<file path="config.mk">
export PLATFORM = sky130hd
export DESIGN_NAME = cmsdk_mcu_altfunc_seq
export DESIGN_NICKNAME = d
export VERILOG_FILES = /design/src/rtl/cmsdk_mcu_altfunc_seq.sv
export SDC_FILE = /design/constraint.sdc
export NUM_CORES = 1
export LEC_CHECK = 0
export ABC_AREA = 1
export CAP_MARGIN = 20
export CORE_UTILIZATION = 40
export CTS_CLUSTER_SIZE = 16
export DETAILED_ROUTE_END_ITERATION = 8
export DONT_BUFFER_PORTS = 1
export SLEW_MARGIN = 20
export SYNTH_ARGS = -nofsm -noshare
export SYNTH_HDL_FRONTEND = slang
export SYNTH_SLANG_ARGS = --single-unit
</file>
<file path="constraint.sdc">
create_clock -name PCLK -period 3.1 [get_ports PCLK]
set_input_delay 0.775 -clock PCLK [delete_from_list [all_inputs] [get_ports PCLK]]
set_output_delay 0.775 -clock PCLK [all_outputs]
set_load 0.02 [all_outputs]
</file>
<file path="src/rtl/cmsdk_mcu_altfunc_seq.sv">
// -----------------------------------------------------------------------------
// cmsdk_mcu_altfunc_seq
//
// Break-before-make sequencer for Port 1 alternate-function switching.
// This block sits between the GPIO1 ALTFUNC/OUTEN outputs and the pin
// multiplexer.
//
// When a pin that has an alternate function changes between GPIO and
// UART TX, the sequence runs in this order:
//   1. The pin is tristated for GUARD_CYCLES+1 cycles (HIZ, then SWITCH).
//   2. Its function select is updated.
//   3. The pin stays tristated for SETTLE_CYCLES more cycles.
//   4. The pin is released.
// The sequence keeps the pad free of glitches and contention.
//
// Ports:
//   PCLK, PRESET     clock and synchronous active-high reset
//   ctrl_en          allows new switch sequences to start
//   altfunc_req      requested ALTFUNC from GPIO1
//   outen_in         GPIO1 output enables
//   uart_txen_in     UART0/1/2 txen (these drive P1 pins 1/3/5)
//   altfunc_out      ALTFUNC to the pin mux. Masked bits are sequenced;
//                    all other bits pass through.
//   outen_out        output enables with the tristated pins forced low
//   uart_txen_out    UART txen with the tristated pins forced low
//   busy             a sequence is in progress
//   switch_done      one-cycle pulse in the first IDLE cycle after a sequence
// -----------------------------------------------------------------------------
module cmsdk_mcu_altfunc_seq #(
  parameter int          GUARD_CYCLES  = 4,
  parameter int          SETTLE_CYCLES = 2,
  parameter logic [15:0] ALT_MASK      = 16'h002A
) (
  input  logic        PCLK,
  input  logic        PRESET,
  input  logic        ctrl_en,
  input  logic [15:0] altfunc_req,
  input  logic [15:0] outen_in,
  input  logic [2:0]  uart_txen_in,
  output logic [15:0] altfunc_out,
  output logic [15:0] outen_out,
  output logic [2:0]  uart_txen_out,
  output logic        busy,
  output logic        switch_done
);

  typedef enum logic [1:0] {
    IDLE   = 2'd0,
    HIZ    = 2'd1,
    SWITCH = 2'd2,
    SETTLE = 2'd3
  } state_t;

  localparam logic [7:0] GUARD_LOAD  = 8'(GUARD_CYCLES - 1);
  localparam logic [7:0] SETTLE_LOAD = 8'(SETTLE_CYCLES - 1);

  state_t      state_q, state_d;
  logic [7:0]  cnt_q, cnt_d;
  logic [15:0] chg_mask_q, chg_mask_d;
  logic [15:0] alt_q, alt_d;
  logic        switch_done_q, switch_done_d;

  logic [15:0] diff;
  logic [15:0] hiz;

  // Output and tristate decode.
  // Masked bits come from the sequenced register; unmasked bits pass straight
  // through. hiz is decoded from registered state only.
  always_comb begin
    altfunc_out = (alt_q & ALT_MASK) | (altfunc_req & ~ALT_MASK);
    diff        = (altfunc_req ^ altfunc_out) & ALT_MASK;
    if (state_q != IDLE) begin
      hiz = chg_mask_q;
    end else begin
      hiz = 16'h0000;
    end
    outen_out        = outen_in & ~hiz;
    uart_txen_out[0] = uart_txen_in[0] & ~hiz[1];
    uart_txen_out[1] = uart_txen_in[1] & ~hiz[3];
    uart_txen_out[2] = uart_txen_in[2] & ~hiz[5];
    busy             = (state_q != IDLE);
    switch_done      = switch_done_q;
  end

  // Next-state logic for the sequencer.
  always_comb begin
    state_d       = state_q;
    cnt_d         = cnt_q;
    chg_mask_d    = chg_mask_q;
    alt_d         = alt_q;
    switch_done_d = 1'b0;
    case (state_q)
      IDLE: begin
        // The set of pins to switch is latched here. Request bits that change
        // later are picked up by the next sequence.
        if (ctrl_en && (diff != 16'h0000)) begin
          chg_mask_d = diff;
          cnt_d      = GUARD_LOAD;
          state_d    = HIZ;
        end else begin
          state_d = IDLE;
        end
      end
      HIZ: begin
        if (cnt_q == 8'd0) begin
          state_d = SWITCH;
        end else begin
          cnt_d = cnt_q - 8'd1;
        end
      end
      SWITCH: begin
        // A request that reverted during HIZ is written back unchanged.
        alt_d   = ((alt_q & ~chg_mask_q) | (altfunc_req & chg_mask_q)) & ALT_MASK;
        cnt_d   = SETTLE_LOAD;
        state_d = SETTLE;
      end
      SETTLE: begin
        if (cnt_q == 8'd0) begin
          chg_mask_d    = 16'h0000;
          switch_done_d = 1'b1;
          state_d       = IDLE;
        end else begin
          cnt_d = cnt_q - 8'd1;
        end
      end
      default: begin
        state_d    = IDLE;
        cnt_d      = 8'd0;
        chg_mask_d = 16'h0000;
      end
    endcase
  end

  // Sequencer registers with synchronous reset.
  always_ff @(posedge PCLK) begin
    if (PRESET) begin
      state_q       <= IDLE;
      cnt_q         <= 8'd0;
      chg_mask_q    <= 16'h0000;
      alt_q         <= 16'h0000;
      switch_done_q <= 1'b0;
    end else begin
      state_q       <= state_d;
      cnt_q         <= cnt_d;
      chg_mask_q    <= chg_mask_d;
      alt_q         <= alt_d;
      switch_done_q <= switch_done_d;
    end
  end

endmodule

</file>
Yosys cells after proc, flatten, opt, wreduce, memory -nomap -nowiden
Cells that the tools add are included.
- input port bits: 38
- bits in writable memories: 0
- memories kept: 0
- bits in latches: 0
- bits in read-only memories: 0
- register bits after elaboration: 30
- output and inout port bits: 37
- eq/ne operators: 7
- $mul: 0
- bitwise gates (word level): 15
- shift operators: 0
- reductions and logical operators: 11
- div/mod/pow operators: 0
- mux-type cells: 12
- order comparisons: 0
- add/sub/neg operators: 1
- operator list (cell ; count):
    two-way mux 16 bit ; 3
    case mux 16 bit (2 select lines) ; 1
    case mux 8 bit (3 select lines) ; 1
    bitwise AND 16 bit ; 1
    two-way mux 8 bit ; 2
    inverter 16 bit ; 1
    bitwise OR 6 x 16 -> 16 bit ; 1
    nonzero test 16 bit ; 1
    bitwise AND 6 bit ; 2
    zero test 8 bit ; 1
    != test 2 bit (second input constant) ; 4
    case mux 2 bit (4 select lines) ; 1
    subtractor 8 x 1 -> 8 bit (second input constant) ; 1
    inverter 6 bit ; 1
    bitwise OR 6 bit ; 1
    bitwise XOR 6 bit ; 1
    == test 2 bit (second input constant) ; 2
    two-way mux 2 bit ; 2
    inverter 1 bit ; 4
    AND reduction 2 bit ; 2
    nonzero test 2 bit ; 2
    OR reduction 2 bit ; 2
    bitwise AND 1 bit ; 3
    AND reduction 3 bit ; 1
    other kinds (4) ; 5

Depth between registers and ports, before layout
Gate-level depths: netlist (run 1).
- depth after elaboration: 6
- gate-level depth with buffers: 10
- depth with buffers taken out: 10

Worst setup path after synthesis (run 1)
OpenSTA, ideal clock, no wires.
- kind: register -> output
- start: register state_q[0]
- end: output port outen_out[1]
- setup slack: 0.906 ns
- arrival time: 1.419 ns
- stages on the path, launching flop included: 6
- data required time: 2.325 ns
- path through: dfxtp_1 > inv_1 > ha_1 > buf_2 > inv_1 > a21boi_0
- word-level cells in the longest chain between the ends: 4
- RTL lines (element ; line ; text):
    start: declaration ; 57 ; state_t state_q, state_d;
    start signal: assignment ; 143 ; state_q <= state_d;
    nonzero test 2 bit ; - ;
    named net busy ; 43 ; output logic busy,
    two-way mux 16 bit ; 72 ; if (state_q != IDLE) begin
    inverter 16 bit ; 77 ; outen_out = outen_in & ~hiz;
    bitwise AND 16 bit ; 77 ;
    end: declaration ; 41 ; output logic [15:0] outen_out,
The timed path passes the listed nets, and every way through them passes these cells.

Worst setup path in the final report (run 1)
Same ends and word-level chain as after synthesis.

==> impl_results.md, run 1 <==
* Synthesized flop and latch total at 17
* Area of the core at 3080 um^2
* All-layer global routing usage at 15.3%
* TritonCTS clock tree: yes
* Worst-Margin Slew at 0.681 ns
* # setup viols final at 0
* Reg-to-Reg Start: state_q[0]$_SDFFE_PP0P_
* Seq/Total Area, Yosys at 26.2%
* Final hold violations at 0
* Hold_buf cts at 0
* DRT Wirelength at 2460 um
* Final total power at 1150 uW
* Num CTS Buffers at 3
* Die ar. at 3480 um^2
* Residual DRC at 0
* Layout Utilization at 38.3%
* FF+latch area at 340 um^2
* I/O pin count at 75
* Hold Path Cell Cnt at 2
* Vias at 1034
* Post-layout min period at 2.79 ns
* Relative slew slack at 54.2%
* Total grt overflow at 0
* Rows at 20
* CP Launch Point: state_q[0]$_SDFFE_PP0P_
* Max Freq at 0.359 GHz
* Sum Neg Setup Slack at 0 ns
* Clk_lat worst skew at 0.30 ns
* Min-Delay Path Class: register to register
* Tcrit/Tclk final at 89.9%
* Detailed Routing Iterations Pass 1 at 4
* Max-slew violation count at 0
* Die X at 59.0 um
* Reg-to-reg slack, setup at 1.35 ns
* Largest net degree at the start of global routing at 11
* Unrepaired setup endpoints after global routing: no
* YS warnings at 0
* Syn-to-layout area delta at -9.34%
* CP peak stage delay at 0.61 ns
* Crit Reg-Reg Endpoint: chg_mask_q[1]$_SDFFE_PP0P_
* Hold Crit Start: cnt_q[0]$_SDFFE_PP0P_
* Initial antenna violation count at 0
* Die H at 59.0 um
* Clk slew on worst S/H paths at 0.12 ns
* Most common cell after layout, fill and taps aside: nand2_1
* Routed Antenna Nets at 0
* Area of the multi-input gates at 677 um^2
* Setup crit start kind: register
* Share of cells above drive strength 1 at 13.4%
* CTS Buffer Depth at 2
* Most frequent cells in the layout: nand2_1, nor2_1, nand3_1, dfxtp_1, inv_1
* Pwr Density at 976 nW/um^2
* Setup Fix Bufs, Post-CTS at 0
* Synth Area per Inst at 6.91 um^2
* Clock sinks at 17
* H-Tree Level Count at 1
* Status: finished, final reports clean
* Syn Std Cell Area at 1300 um^2
* Buffers on Ports at 0
* HPWL Detailed at 1890 um
* Worst EP required at 2.32 ns
* Inserted Diodes at 0
* Hold Slack at 0.496 ns
* Average wire per standard cell at 11.8 um
* Initial core utilization at 42.2%
* Most common cell on crit path: inv_1
* Reg2Reg Depth at 7
* Crit-path slowest cell: a21boi_0
* Post_cts resized at 0
* Largest area contributor in the netlist: dfxtp_1
* DRT iter0 DRCs at 30
* Setup crit end kind: output pin
* Top post-synthesis cells by area: dfxtp_1, buf_4, nand2_1, nand3_1, nor2_1
* Leak Pwr at 0.000508 uW
* Final Wtd Congestion at 0.822
* FILL cells at 340
* Global-route wire length before repair at 4130 um
* Vias in the first global route at 976
* Worst EP arrival at 2.01 ns
* MaxCap Viol Count at 0
* WS Path Type: register to output pin
* Critical path cell sequence: inv_1 -> ha_1 -> inv_1 -> a21boi_0
* Top-area cell type share of the netlist area at 26.2%
* Clk root buf: clkbuf_4
* Crit-path max FO at 9
* Hold Path Sink: cnt_q[0]$_SDFFE_PP0P_
* Post-Syn Instances at 188
* Final nets at 209
* Syn nets at 232
* Clk_skew at 0.00844 ns
* Via density at 4.97
* Peak VDD IR at 0.304 mV
* Netlist cell types at 25
==> routing by layer <==
| layer | routed length [um] | global-route usage (%) |
|---|---|---|
| met3 | 135 | 5.24 |
| met4 | 48 | 5.78 |
| met1 | 1080 | 17.1 |
| met5 | 0 | 0 |
| met2 | 1190 | 26.8 |
==> worst max-delay path, delay by kind of cell (launching register included) <==
| family | cells | cell delay (ns) |
|---|---|---|
| DFF | 1 | 0.36 |
| buffers and inverters | 2 | 0.37 |
| adders and majority gates | 1 | 0.37 |
| AOI/OAI and AO/OA | 1 | 0.61 |
==> where the power goes <==
| part | switching, uW | internal [uW] |
|---|---|---|
| sequential | 75.3 | 285 |
| combinational | 435 | 225 |
| clock | 80.7 | 48.1 |
| total | 591 | 558 |
==> per-stage QoR <==
stage / cell area [um^2] / setup slack, ns / std cells
6_report: 1180 / 0.312 / 208
3_3_place_gp: 1150 / 0.724 / 204
3_5_place_dp: 1150 / 0.641 / 204
5_1_grt: 1180 / 0.154 / 208
2_1_floorplan: 1300 / 0.906 / 188
4_1_cts: 1180 / 0.281 / 208
==> synthesized netlist by cell type, drive strengths merged <==
cell type	number
a21boi	6
a21o	1
a21oi	11
buf	27
clkbuf	1
clkinv	1
dfxtp	17
ha	6
inv	20
mux2i	1
nand2	40
nand3	18
nand4	1
nor2	26
nor3b	1
o21ai	10
or2	1
==> kinds of logic after synthesis <==
family	Yosys count	synth area share, %
and+or+nand+nor	87	32.5
buffers and inverters	49	21.8
AOI/OAI and AO/OA	28	13.0
DFF	17	26.2
adders and majority gates	6	5.77
muxes	1	0.770
==> layout make-up <==
class                      count  share of cell area, %
tap                           44                   4.67
inverter                      21                   6.69
multi-input combinational    122                   57.4
sequential                    17                   28.9
clock inverter                 1                  0.425
clock buffer                   3                   1.91
==> worst max-delay path by stage <==
stage,to,depth (start not counted),slack (ns)
final,outen_out[1],4,0.31
after global placement,uart_txen_out[1],4,0.72
after CTS,uart_txen_out[1],4,0.28
after detailed placement,uart_txen_out[1],4,0.64
after floorplan,outen_out[1],5,0.91
after global routing,outen_out[3],4,0.15
(Power assumes the default switching activity.)
==> inputs of run 2 (changes only) <==
--- a/config.mk
+++ b/config.mk
@@ -11,6 +11,7 @@
 export CTS_CLUSTER_SIZE = 16
 export DETAILED_ROUTE_END_ITERATION = 8
 export DONT_BUFFER_PORTS = 1
+export HOLD_SLACK_MARGIN = 0.03
 export SLEW_MARGIN = 20
 export SYNTH_ARGS = -nofsm -noshare
 export SYNTH_HDL_FRONTEND = slang
==> results of run 2 <==
The final DEF is identical to that of run 1; final timing and power are the same.
==> inputs of run 3 (changes only) <==
==> constraint.sdc (replaced) <==
create_clock -name PCLK -period 2.5 [get_ports PCLK]
set_input_delay 0.625 -clock PCLK [delete_from_list [all_inputs] [get_ports PCLK]]
set_output_delay 0.625 -clock PCLK [all_outputs]
set_load 0.02 [all_outputs]
==> run 3 against run 2 <==
Effect of this change:
- non-clock buffer count is 6 higher
- critical path type unchanged
- sequential share of layout area fell by 1.1 points
- global-route usage is 1.3 points higher
- die area unchanged
==> impl_results.md, run 3 (synthesized netlist as in run 1, its figures left out) <==
* Clock sinks at 17 (unchanged)
* Syn-to-layout area delta at -5.78%
* Clk slew on worst S/H paths at 0.10 ns (-0.02 ns)
* Combinational share of power at 58.9% (+1.5 points)
* All-layer global routing usage at 16.6% (+1.3 points)
* Clk root buf: clkbuf_4
* Worst EP arrival at 1.66 ns (-0.35 ns)
* Clk_lat worst skew at 0.29 ns (about the same)
* Setup crit end kind: output pin
* CP peak stage delay at 0.35 ns (-0.26 ns)
* Global-route wire length before repair at 4400 um (+6.5%)
* Sw power at 729 uW (+23%)
* Clk network pwr share at 10.3% (-0.9 points)
* WS Path Type: register to output pin
* Status: finished, final reports clean
* Worst-Margin Slew at 0.328 ns (-0.353 ns)
* Critical path cell sequence: inv_1 -> ha_2 -> inv_1 -> a21boi_0 -> buf_4
* Pwr Density at 1190 nW/um^2 (+22%)
* DRT Wirelength at 2570 um (+4.6%)
* Final nets at 215 (+2.9%)
* Max-slew violation count at 0 (unchanged)
* Worst EP required at 1.88 ns (-0.44 ns)
* Area of the core at 3080 um^2 (unchanged)
* DRT iter0 DRCs at 27 (-10%)
* Clk_skew at 0.00844 ns (+0.00000225 ns)
* Crit path max-delay family: buffers and inverters
* Detailed Routing Iterations Pass 1 at 4 (unchanged)
* Most common cell after layout, fill and taps aside: nand2_1
* # setup viols final at 0 (unchanged)
* FILL cells at 343 (+0.88%)
* Hold Slack at 0.374 ns (-0.122 ns)
* GRT met2 Usage at 28.6% (+1.8 points)
* Met3 GRT Util at 3.28% (-2.0 points)
* Vias in the first global route at 1064 (+9.0%)
* Post-layout min period at 2.29 ns
* Reg power frac at 30.8% (-0.6 points)
* Buffers on Ports at 0 (unchanged)
* Crit Reg-Reg Endpoint: chg_mask_q[5]$_SDFFE_PP0P_
* H-Tree Level Count at 1 (unchanged)
* Share of cells above drive strength 1 at 16.5% (+3.1 points)
* Routed Antenna Nets at 0 (unchanged)
* Vias at 1064 (+2.9%)
* HPWL Detailed at 2020 um (+6.8%)
* Crit. path cell count at 5 (+1)
* Unrepaired setup endpoints after global routing: no
* Inserted Diodes at 0 (unchanged)
* Buf+Inv Stages, Crit Path at 3 (+1)
* Die H at 59.0 um (unchanged)
* Relative slew slack at 78.1% (+24 points)
* Total grt overflow at 0 (unchanged)
* Crit-path max FO at 9 (unchanged)
* Largest net degree at the start of global routing at 11 (unchanged)
* Most frequent cells in the layout: nand2_1, nor2_1, nand3_1, dfxtp_1, inv_1
* Met1 usage in global routing at 19.1% (+2.0 points)
* Min-Delay Path Class: input port to register
* Most common cell on crit path: inv_1
* MaxCap Viol Count at 0 (unchanged)
* TritonCTS clock tree: yes
* Final hold violations at 0 (unchanged)
* Initial core utilization at 42.2% (unchanged)
* Reg-to-Reg Start: state_q[0]$_SDFFE_PP0P_
* Reg-to-reg slack, setup at 0.84 ns (-0.51 ns)
* Most Used Layer, Global Route: met2
* Die ar. at 3480 um^2 (unchanged)
* Critical Path Sink: outen_out[1]
* Tcrit/Tclk final at 91.5%
* Leak Pwr at 0.000533 uW (+5.0%)
* Rows at 20 (unchanged)
* Num CTS Buffers at 3 (unchanged)
* Int Pwr at 725 uW (+30%)
* Residual DRC at 0 (unchanged)
* Sw Ratio at 50.2% (-1.3 points)
* CP Launch Point: state_q[0]$_SDFFE_PP0P_
* Setup crit start kind: register
* Via density at 4.97 (about the same)
* I/O pin count at 75 (unchanged)
* Initial antenna violation count at 0 (unchanged)
* Sum Neg Setup Slack at 0 ns (unchanged)
* Final Wtd Congestion at 0.770 (-6.3%)
* Peak VDD IR at 0.391 mV (+29%)
* Reg2Reg Depth at 8 (+1)
* Max Freq at 0.437 GHz
* Die X at 59.0 um (unchanged)
* Crit-path slowest cell: dfxtp_1
* Average wire per standard cell at 12.0 um (+1.7%)
* CTS Buffer Depth at 2 (unchanged)
-- run 3: cell count changes in the layout (fill, tap and decap cells not counted) --
cell | previous run | this run
buf_4 | 0 | 6
clkbuf_1 | 0 | 1
clkinv_2 | 1 | 0
ha_1 | 6 | 5
ha_2 | 0 | 1
-- run 3: worst min-delay path by stage --
stage	to	slack (ns)	startpoint	cells past startpoint
floorplan	cnt_q[4]$_SDFFE_PP0P_	0.46	cnt_q[4]$_SDFFE_PP0P_	2
global placement	cnt_q[4]$_SDFFE_PP0P_	0.48	cnt_q[4]$_SDFFE_PP0P_	2
detailed placement	cnt_q[0]$_SDFFE_PP0P_	0.49	cnt_q[0]$_SDFFE_PP0P_	2
CTS	cnt_q[5]$_SDFFE_PP0P_	0.37	PRESET	1
global route	cnt_q[5]$_SDFFE_PP0P_	0.36	PRESET	1
finish	cnt_q[5]$_SDFFE_PP0P_	0.37	PRESET	1
-- run 3: final cells by class --
cell class                      instances  area, um^2  share of cell area [%]
Timing Repair Buffer                    6        45.0                    3.68
Tap cell                               44        55.1                    4.49
Multi-Input combinational cell        122         679                    55.5
Sequential cell                        17         340                    27.8
Clock buffer                            4        26.3                    2.15
Inverter                               21        78.8                    6.44
-- run 3: per-stage QoR --
| stage | utilization [%] | total power [uW] | std cells | instance area [um^2] | setup WS [ns] |
|---|---|---|---|---|---|
| floorplan | - | 1180 | 188 | 1300 | 0.456 |
| global placement | 38.9 | 1280 | 210 | 1200 | 0.501 |
| detailed placement | 38.9 | 1300 | 210 | 1200 | 0.407 |
| CTS | 39.7 | 1450 | 214 | 1220 | 0.0638 |
| global route | 39.8 | 1600 | 214 | 1220 | 0.0574 |
| finish | 39.8 | 1450 | 214 | 1220 | 0.213 |
-- run 3: power by group through the flow --
stage | clock network (uW) | logic, uW | registers [uW]
2_1_floorplan | 0 | 750 | 430
3_3_place_gp | 0 | 828 | 449
3_5_place_dp | 0 | 848 | 455
4_1_cts | 152 | 853 | 448
5_1_grt | 166 | 973 | 460
6_report | 150 | 856 | 448
-- run 3: worst reg2reg max path: stages (launching register included) --
cell      delay, ns
dfxtp_1        0.39
inv_1          0.10
ha_2           0.26
inv_1          0.28
o21ai_0        0.12
nand2_1        0.13
clkinv_1       0.12
nor2_1         0.10
nor2_1         0.06
-- run 3: what timing repair did --
item                                    CTS  global route
setup buffers                             0             0
hold buffers                              0             0
endpoints found under the setup margin    0             6
gates resized for setup                   0             1
-- run 3: metal layers --
| metal | vias to the layer above | wire length (um) |
|---|---|---|
| met1 | 476 | 1120 |
| met2 | 38 | 1270 |
| met4 | 0 | 70 |
| met3 | 15 | 111 |
| met5 | - | 0 |
| li1 | 535 | - |
